[src/rtl/chip8_pkg.sv]
// Shared definitions for the CHIP-8 timer block: FSM states, write selects, widths.
package chip8_pkg;
  localparam int CLOCK_SPEED     = 25_000_000;
  localparam int TIMER_W_DEFAULT = 8;

  localparam logic WR_SEL_DT = 1'b0;
  localparam logic WR_SEL_ST = 1'b1;

  typedef enum logic {
    IDLE = 1'b0,
    DEC  = 1'b1
  } timer_state_e;
endpackage

[src/rtl/cpu_timers_tone_gen.sv]
// Square-wave buzzer: toggles every TONE_HALF_PERIOD cycles while enabled, low otherwise.
module tone_gen #(
  parameter int TONE_HALF_PERIOD = 4
) (
  input  logic clk,
  input  logic rst,
  input  logic enable,
  output logic tone
);
  localparam int CW = (TONE_HALF_PERIOD > 1) ? $clog2(TONE_HALF_PERIOD) : 1;
  localparam logic [CW-1:0] RELOAD = CW'(TONE_HALF_PERIOD - 1);

  logic [CW-1:0] cnt;
  logic          armed;

  // One arming cycle after enable rises, so the first edge lands HALF_PERIOD+1 cycles later.
  always_ff @(posedge clk) begin
    if (rst || !enable) begin
      cnt   <= RELOAD;
      armed <= 1'b0;
      tone  <= 1'b0;
    end else if (!armed) begin
      armed <= 1'b1;
    end else if (cnt == '0) begin
      tone <= ~tone;
      cnt  <= RELOAD;
    end else begin
      cnt <= cnt - CW'(1);
    end
  end
endmodule

[src/rtl/cpu_timers.sv]
// CHIP-8 delay/sound timers: 60 Hz decrement pass arbitrated against CPU writes, plus buzzer.
module cpu_timers
  import chip8_pkg::*;
#(
  parameter int TONE_HALF_PERIOD = CLOCK_SPEED / 880,
  parameter int TIMER_W          = TIMER_W_DEFAULT
) (
  input  logic               clk,
  input  logic               rst,
  input  logic               tick_60hz,
  input  logic               paused,
  input  logic               wr_valid,
  input  logic               wr_sel,
  input  logic [TIMER_W-1:0] wr_data,
  output logic               wr_ready,
  output logic [TIMER_W-1:0] dt_value,
  output logic [TIMER_W-1:0] st_value,
  output logic               dt_zero,
  output logic               sound_active,
  output logic               tone,
  output logic               tick_overrun
);
  timer_state_e state;
  logic         tick_pending;
  logic         tick_in;

  assign tick_in      = tick_60hz && !paused;
  assign wr_ready     = (state == IDLE) && !rst;
  assign dt_zero      = (dt_value == '0);
  assign sound_active = (st_value != '0);

  always_ff @(posedge clk) begin
    if (rst) begin
      state        <= IDLE;
      tick_pending <= 1'b0;
      dt_value     <= '0;
      st_value     <= '0;
      tick_overrun <= 1'b0;
    end else begin
      case (state)
        IDLE: begin
          // Only one pending slot: a second tick before service is lost.
          if (tick_in && tick_pending) tick_overrun <= 1'b1;
          if (tick_in) tick_pending <= 1'b1;
          if (wr_valid) begin
            if (wr_sel == WR_SEL_ST) st_value <= wr_data;
            else                     dt_value <= wr_data;
          end else if ((tick_pending || tick_in) && !paused) begin
            state <= DEC;
          end
        end
        DEC: begin
          if (dt_value != '0) dt_value <= dt_value - TIMER_W'(1);
          if (st_value != '0) st_value <= st_value - TIMER_W'(1);
          tick_pending <= tick_in;
          state        <= IDLE;
        end
        default: state <= IDLE;
      endcase
    end
  end

  tone_gen #(
    .TONE_HALF_PERIOD(TONE_HALF_PERIOD)
  ) u_tone (
    .clk   (clk),
    .rst   (rst),
    .enable(sound_active),
    .tone  (tone)
  );
endmodule

[config.mk]
export PLATFORM = sky130hd
export DESIGN_NAME = cpu_timers
export DESIGN_NICKNAME = d
export VERILOG_FILES = /design/src/rtl/chip8_pkg.sv /design/src/rtl/cpu_timers_tone_gen.sv /design/src/rtl/cpu_timers.sv
export SDC_FILE = /design/constraint.sdc
export NUM_CORES = 1
export LEC_CHECK = 0
export CORE_MARGIN = 2
export CORE_UTILIZATION = 52
export DETAILED_ROUTE_END_ITERATION = 8
export GPL_TIMING_DRIVEN = 0
export PLACE_DENSITY = 0.8
export SYNTH_ARGS = -nofsm -noshare
export SYNTH_HDL_FRONTEND = slang
export SYNTH_SLANG_ARGS = --single-unit
[constraint.sdc]
create_clock -name clk -period 2.7 [get_ports clk]
set_input_delay 0.54 -clock clk [delete_from_list [all_inputs] [get_ports clk]]
set_output_delay 0.54 -clock clk [all_outputs]
set_load 0.005 [all_outputs]
# Word-level counts from Yosys, hierarchy flattened
# Cells that the tools add are included.
# W data, S select, Z words.
totals:
  output_inout_bits: 21
  word_cells: 51
  inputBits: 14
  regBits: 36
op_classes:
  n_eq_ne: 6
  reduce_logical: 17
  n_mux: 15
  n_addsub: 3
  n_bitwise: 2
op_table:
  columns: ["op", "n"]
  rows:
  - ["$mux W8", 6]
  - ["$pmux W8 S2", 2]
  - ["$reduce_bool A8 Y1", 2]
  - ["$sub A8 B1 Y8 const B", 2]
  - ["$logic_not A15 Y1", 1]
  - ["$mux W15", 1]
  - ["$sub A15 B1 Y15 const B", 1]
  - ["$logic_not A8 Y1", 1]
  - ["$ne A2 B2 Y1 const B", 4]
  - ["$reduce_and A3 Y1", 2]
  - ["$logic_and A1 B1 Y1", 4]
  - ["$mux W1", 4]
  - ["$ne A2 B1 Y1 const B", 2]
  - ["$pmux W1 S2", 2]
  - ["$reduce_and A2 Y1", 2]
  - ["$logic_not A1 Y1", 3]
  - ["$logic_or A1 B1 Y1", 2]
  - ["$not A1 Y1", 2]

# Depth between registers and ports, before layout
# Gate-level depths: netlist of run 1.
logic_depth:
  ltp_word: 7
  mapped_depth: 8

# Modules after synthesis
# Synthesis of run 1 repeated with hierarchy kept, for this count alone.
unflattened:
  cells_unflattened: 231
  hier_area_um2: 1928.1
modules_own_cells:
  columns: ["mod", "area_each_um2", "n_inst", "cells_each"]
  rows:
  - ["cpu_timers", 1118.6, 1, 148]
  - ["tone_gen", 809.5, 1, 83]

# Least setup slack after synthesis of run 1
# OpenSTA, ideal clock, no wires.
synth_timing:
  path_type: "register -> register"
  start: "register u_tone.cnt[7]"
  end: "register u_tone.cnt[14]"
  stages_incl_launch_ff: 6
  path_buffers: 1
  arrival_time_ns: 1.932
  setup_ns: 0.120
  path_slack_ns: 0.648
  required_time_ns: 2.580
  cell_sequence: "dfxtp_1 > or4_4 > or4_1 > buf_2 > or4_1 > o31a_1"
synth_via:
  elab_chain_len: 2
synth_rtl:
  columns: ["item", "line_no", "source"]
  rows:
  - ["start, declared", "cpu_timers_tone_gen.sv:13", "logic [CW-1:0] cnt;"]
  - ["start signal, assigned", "cpu_timers_tone_gen.sv:28", "cnt <= cnt - CW'(1);"]
  - ["$sub A15 B1 Y15 or $logic_not A15 Y1 (tied branches)", "cpu_timers_tone_gen.sv:28, cpu_timers_tone_gen.sv:24", null]
  - ["$mux W15 (*)", "cpu_timers_tone_gen.sv:24", "end else if (cnt == '0) begin"]
# Every way passes the cells marked *; elsewhere a longest branch is shown, timed or not.
# A chain may end at the register's enable or synchronous reset.

# Worst setup path in the final report of run 1
layout_timing:
  start: "register dt_value[1]"
  end: "output dt_zero"
layout_via:
  elab_chain_len: 1
layout_rtl:
  columns: ["item", "line_no", "source"]
  rows:
  - ["start, declared", "cpu_timers.sv:16", "output logic [TIMER_W-1:0] dt_value,"]
  - ["start signal, assigned", "cpu_timers.sv:47", "else dt_value <= wr_data;"]
  - ["start signal, assigned", "cpu_timers.sv:53", "if (dt_value != '0) dt_value <= dt_value - TIMER_W'(1);"]
  - ["$logic_not A8 Y1", "cpu_timers.sv:29", "assign dt_zero = (dt_value == '0);"]
  - ["end, declared", "cpu_timers.sv:18", "output logic dt_zero,"]
# Every way passes these cells.

==> results of run 1 <==
flip-flops by register name, summed over array words and instances, names as in the netlist:
name and count:
dt_value 8, st_value 8, state 1, tick_overrun 1, tick_pending 1, u_tone.armed 1, u_tone.cnt 15, u_tone.tone 1
worst max-delay path by stage:
stage	start	depth (start not counted)	endpoint	slack, ps
detailed placement	rst	4	wr_ready	170
CTS	dt_value[0]	5	dt_zero	60
global route	st_value[0]	5	sound_active	40
floorplan	u_tone.cnt[7]	5	u_tone.cnt[14]	650
global placement	rst	4	wr_ready	160
finish	dt_value[1]	5	dt_zero	150
power groups by stage:
| stage | clock [mW] | combinational, mW | sequential, mW |
|---|---|---|---|
| global placement | 0 | 0.247 | 0.605 |
| CTS | 0.387 | 0.252 | 0.594 |
| global route | 0.411 | 0.286 | 0.602 |
| finish | 0.380 | 0.258 | 0.596 |
| detailed placement | 0 | 0.250 | 0.606 |
| floorplan | 0 | 0.147 | 0.599 |
kinds of logic (layout without fill, tap and decap cells):
group,Yosys count,in the layout,synth area share (%)
simple gates,91,91,27.0
compound gates,67,67,22.7
flops,36,36,38.2
buf+inv,23,64,4.64
xor+xnor,8,8,3.71
fa+ha+maj,5,5,3.31
mux,1,1,0.530
layer usage:
metal | vias up | share of wire, % | global-route usage, %
met2 | 72 | 43 | 35.7
met1 | 872 | 49 | 35.6
met3 | 9 | 6.3 | 3.70
met4 | 0 | 1.7 | 7.98
li1 | 933 | - | -
met5 | - | 0 | 0
critical path, cell delays in order, from the launching register on:
cell and delay (ps):
dfxtp_1 350, inv_1 100, ha_2 230, or3b_4 400, nor2_1 100, clkdlybuf4s50_1 500
cells in the mapped netlist (2+ instances only):
cell and instances:
a211o_1 2, a211oi_1 3, a21o_1 2, a21oi_1 19
a311oi_1 2, a31oi_1 2, clkbuf_1 7, dfxtp_1 36
ha_1 5, inv_1 14, nand2_1 23, nand2b_1 3
nand3_1 3, nand3b_1 2, nand4b_1 2, nor2_1 17
nor2b_1 2, nor3_1 7, nor3b_1 3, nor4_1 6
nor4bb_1 3, o211ai_1 4, o21a_1 2, o21ai_0 17
o22ai_1 3, o31a_1 3, o31ai_1 2, or2_2 2
or3_1 3, or4_1 6, or4b_2 2, xnor2_1 6
xor2_1 2
layout make-up:
type / count / area, µm² / share of cell area [%]
multi-input combinational: 172 / 1090 / 45.9
sequential: 36 / 722 / 30.4
timing repair buffer: 34 / 340 / 14.3
tap: 46 / 57.6 / 2.42
inverter: 14 / 52.6 / 2.21
clock inverter: 3 / 42.5 / 1.79
clock buffer: 5 / 37.5 / 1.58
buffer: 8 / 33.8 / 1.42
through the flow:
step	setup slack [ps]	area (µm²)	util, %	hold WS, ps
2_1_floorplan	648	1890	-	452
3_3_place_gp	160	2290	66.9	463
3_5_place_dp	167	2290	66.9	468
4_1_cts	58.5	2370	69.3	495
5_1_grt	39.6	2380	69.6	516
6_report	151	2380	69.6	493
repair_timing:
action | CTS | global route
gates cloned | 0 | 0
setup endpoints to repair | 1 | 3
resized for setup | 2 | 4
endpoints found under the hold margin | 0 | 0
==> metrics.md, run 1 <==
| Metric | Value |
|---|---|
| Clock root cell | `clkbuf_4` |
| CTS Buffer Depth | `2` |
| Hold path cells | `1` |
| Status | `finished clean` |
| Crit Reg-Reg Startpoint | `u_tone.cnt[0]` |
| CTS tree | `done` |
| Post-synth ARST share | `0%` |
| Worst Path Arrival | `2010 ps` |
| Max Cap Viol | `0` |
| R2r setup slk | `440 ps` |
| Share of cells above drive strength 1 | `8.09%` |
| Commonest cells after routing, fill and taps aside | `dfxtp_1, clkdlybuf4s50_1, nand2_1` |
| Worst-Margin Slew | `1000 ps` |
| Slew Limit Headroom | `32.1%` |
| Post-synth top area cell | `dfxtp_1` |
| Post-DRT Antenna Nets | `0` |
| VDD IR max | `340 µV` |
| IO Pins | `35` |
| Largest net degree at the start of global routing | `13` |
| Logic pwr share | `20.9%` |
| Vias in the first global route | `1,762` |
| HP Class | `flop to flop` |
| Warning count from the yosys run | `0` |
| First-pass GRT wire length | `7.89 mm` |
| Final Net Count | `290` |
| Area grow syn2layout | `25.9%` |
| Number of port buffers | `34` |
| CP Class | `flop to output port` |
| Synthesized area per cell | `8.17 µm²` |
| Worst-Skew Late Latency | `340 ps` |
| Final setup viols | `0` |
| Commonest non-fill, non-tap cell in the layout | `dfxtp_1` |
| Hold_sp | `u_tone.cnt[14]` |
| Drt total wl | `4.55 mm` |
| Post-route clock skew | `3.82 ps` |
| Reg clk slew, reported paths | `110 ps` |
| Setup Fix Bufs, Post-CTS | `0` |
| RSZ-0062 raised after global routing | `no` |
| Fin crit period | `2550 ps` |
| Final Non-Filler Cells | `318` |
| Share of the synthesized area in the top cell type | `38.2%` |
| Hold-fix buffers, CTS | `0` |
| Sw frac | `28.5%` |
| Gr usage total | `24.1%` |
| Antenna diodes | `0` |
| Final hold vios | `0` |
| Period utilization | `94.4%` |
| Pins Over Slew Limit | `0` |
| Remaining DRCs | `0` |
| CTS buffer count | `5` |
| # H-tree levels | `2` |
| Mapped Area | `1890 µm²` |
| Psw | `0.352 mW` |
| Synth unique cells | `49` |
| Core area | `3420 µm²` |
| Wirelength per Cell | `14.3 µm` |
| Grt ovf | `0` |
| Critical path peak fanout | `4` |
| Pwr Total | `1.23 mW` |
| Syn Nets | `250` |
| Clock sink count | `36` |
| Post-Syn Instances | `231` |
| Iteration-0 DRC Markers | `160` |
| Number of vias per cell | `5.93` |
| Startpoint Class | `flop` |
| Pint | `0.883 mW` |
| TritonRoute pass-1 iters | `4` |
| FP Rows | `21` |
| Gpl congestion | `0.894` |
| Leakage dissipation | `0.823 nW` |
| Hold path endpoint | `u_tone.cnt[14]` |
| HPWL after DPL | `3.29 mm` |
| Die Wd | `64.3 µm` |
| Setup TNS | `0 ps` |
| Post-synth EDFFs | `0` |
| DP Cell Count | `311` |
| Vias | `1,886` |
| Clock power share | `30.8%` |
| Worst Path Required | `2160 ps` |
| CP endpoint kind | `output port` |
| Seq pwr share | `48.3%` |
| Initial antenna violation count | `0` |
| Pwr dens | `519 nW/µm²` |
| Synth top area cells | `dfxtp_1, a21oi_1, nand2_1` |
| Reg2Reg Capture Point | `u_tone.cnt[14]` |
| Reg2reg path depth | `6` |
| Die area | `4130 µm²` |
| Achievable Freq | `0.392 GHz` |
| Seq/Total Area, Yosys | `38.2%` |
| Starting Density | `55.3%` |
| Post-synth top flop | `dfxtp_1` |
| Fill count | `295` |
| Die H | `64.3 µm` |
| Register bit total from synthesis | `36` |
(Power assumes the default switching activity.)
==> inputs of run 2 (changes only) <==
Settings changed: SETUP_SLACK_MARGIN from default to 0.2.
==> run 2 against run 1 <==
Die area is the same. Sequential cell count stayed put. Maximum frequency is 4.4% higher. Design area grew 1.7%. First-iteration DRC count up 21%. Largest cell class unchanged. Power up 0.58%. Register-to-register slack barely moved.
==> metrics.md, run 2 (same netlist as run 1, synthesis figures left out) <==
| Metric | Value |
|---|---|
| Share of cells above drive strength 1 | `10.6%` |
| Starting Density | `55.3%` |
| Area grow syn2layout | `28.0%` |
| Slowest-stage cell, CP | `clkdlybuf4s50_1` |
| Drt total wl | `4.66 mm` |
| DP Cell Count | `311` |
| Clock root cell | `clkbuf_4` |
| Leakage dissipation | `0.853 nW` |
| Gpl congestion | `0.894` |
| First-pass GRT wire length | `8.04 mm` |
| Top flop regs | `u_tone.cnt x15, dt_value x8, st_value x8` |
| TritonRoute pass-1 iters | `5` |
| FP Rows | `21` |
| RSZ-0062 raised after global routing | `yes` |
| Wirelength per Cell | `14.6 µm` |
| Reg2reg path depth | `6` |
| Gr usage total | `24.6%` |
| Most common cell on crit path | `buf_2` |
| Setup TNS | `0 ps` |
| Worst Path Required | `2160 ps` |
| Worst Setup Slack, final | `257 ps` |
| Clock sink count | `36` |
| CTS tree | `done` |
| Max Cap Viol | `0` |
| Final setup viols | `0` |
| Core area | `3420 µm²` |
| Die area | `4130 µm²` |
| CP endpoint kind | `output port` |
| Die Wd | `64.3 µm` |
| Status | `finished clean` |
| Crit-path max cell delay | `520 ps` |
| Vias in the first global route | `1,767` |
| Post-route clock skew | `4.51 ps` |
| IO Pins | `35` |
| Achievable Freq | `0.409 GHz` |
| Final hold vios | `0` |
| Hold-fix buffers, CTS | `0` |
| CTS buffer count | `5` |
| Final Net Count | `291` |
| Slew Limit Headroom | `32.2%` |
| Startpoint Class | `flop` |
| Vias | `1,914` |
| Hold_sp | `u_tone.cnt[14]` |
| Antenna diodes | `0` |
| Setup Fix Bufs, Post-CTS | `0` |
| Largest reg by FF count | `u_tone.cnt` |
| # H-tree levels | `2` |
| Hold path cells | `1` |
| CP Class | `flop to output port` |
| Iteration-0 DRC Markers | `193` |
| Worst-Skew Late Latency | `340 ps` |
| R2r setup slk | `440 ps` |
| HPWL after DPL | `3.29 mm` |
| Crit Reg-Reg Startpoint | `u_tone.cnt[0]` |
| Worst Path Arrival | `1900 ps` |
| Number of port buffers | `34` |
| Initial antenna violation count | `0` |
| Period utilization | `90.5%` |
| Critical path peak fanout | `10` |
| Largest register FFs | `15` |
| DP Area | `2290 µm²` |
| CTS Buffer Depth | `2` |
| Pwr dens | `514 nW/µm²` |
| Critical path, cell by cell | `clkbuf_2 -> buf_2 -> buf_2 -> nor2_2 -> clkdlybuf4s50_1` |
| Final Non-Filler Cells | `319` |
| Remaining DRCs | `0` |
| Number of vias per cell | `6.00` |
| Grt ovf | `0` |
| Fin crit period | `2440 ps` |
| Die H | `64.3 µm` |
| CP delay by family, top | `buffers and inverters` |
| Post-Place Worst Slack | `167 ps` |
| Design area | `2420 µm²` |
| Pwr Total | `1.24 mW` |
| Post-DRT Antenna Nets | `0` |
| Reg2Reg Capture Point | `u_tone.cnt[14]` |
| VDD IR max | `339 µV` |
| Worst path buffer plus inverter count | `4` |
| Reg clk slew, reported paths | `110 ps` |
| Commonest cells after routing, fill and taps aside | `dfxtp_1, clkdlybuf4s50_1, nand2_1` |
| Largest net degree at the start of global routing | `13` |
| Worst-Margin Slew | `1000 ps` |
| Pins Over Slew Limit | `0` |
| Hold path endpoint | `u_tone.cnt[14]` |
| HP Class | `flop to flop` |
-- run 2: what timing repair did --
| action | CTS | global route |
|---|---|---|
| cloned | 0 | 0 |
| gates resized for setup | 10 | 10 |
| endpoints found under the setup margin | 3 | 3 |
-- run 2: worst max path at each step --
stage / start / to / slack (ps) / cells past startpoint
floorplan: u_tone.cnt[7] / u_tone.cnt[14] / 650 / 5
CTS: rst / wr_ready / 160 / 4
global route: state / wr_ready / 170 / 5
finish: state / wr_ready / 260 / 5
detailed placement: rst / wr_ready / 170 / 4
global placement: rst / wr_ready / 160 / 4
-- run 2: routing by layer --
metal	track usage, %	vias to the layer above	wire (µm)
li1	-	931	-
met4	8.78	0	75
met1	36.4	892	2250
met5	0	-	0
met3	3.70	10	283
met2	36.3	81	2050
-- run 2: final cells by class --
cell class	count	area (µm²)
Clock inverter	3	42.5
Fill cell	286	998
Tap cell	46	57.6
Clock buffer	5	37.5
Buffer	9	40.0
Sequential cell	36	727
Inverter	14	52.6
Multi-Input combinational cell	172	1120
Timing Repair Buffer	34	343
-- run 2: worst reg2reg max path, stage by stage (launching register included) --
cell	delay (ps)
dfxtp_1	350
inv_1	80
ha_1	180
nor4bb_1	870
nand2b_1	150
or4_1	420
o31a_1	110
-- run 2: metrics by stage --
| stage | hold slack (ps) | utilization, % |
|---|---|---|
| 2_1_floorplan | 452 | - |
| 3_3_place_gp | 463 | 66.9 |
| 3_5_place_dp | 468 | 66.9 |
| 4_1_cts | 488 | 70.3 |
| 5_1_grt | 515 | 70.8 |
| 6_report | 495 | 70.8 |
-- run 2: power by group --
| group | internal [mW] | switching (mW) |
|---|---|---|
| combinational | 0.134 | 0.131 |
| clock | 0.193 | 0.187 |
| sequential | 0.559 | 0.0382 |
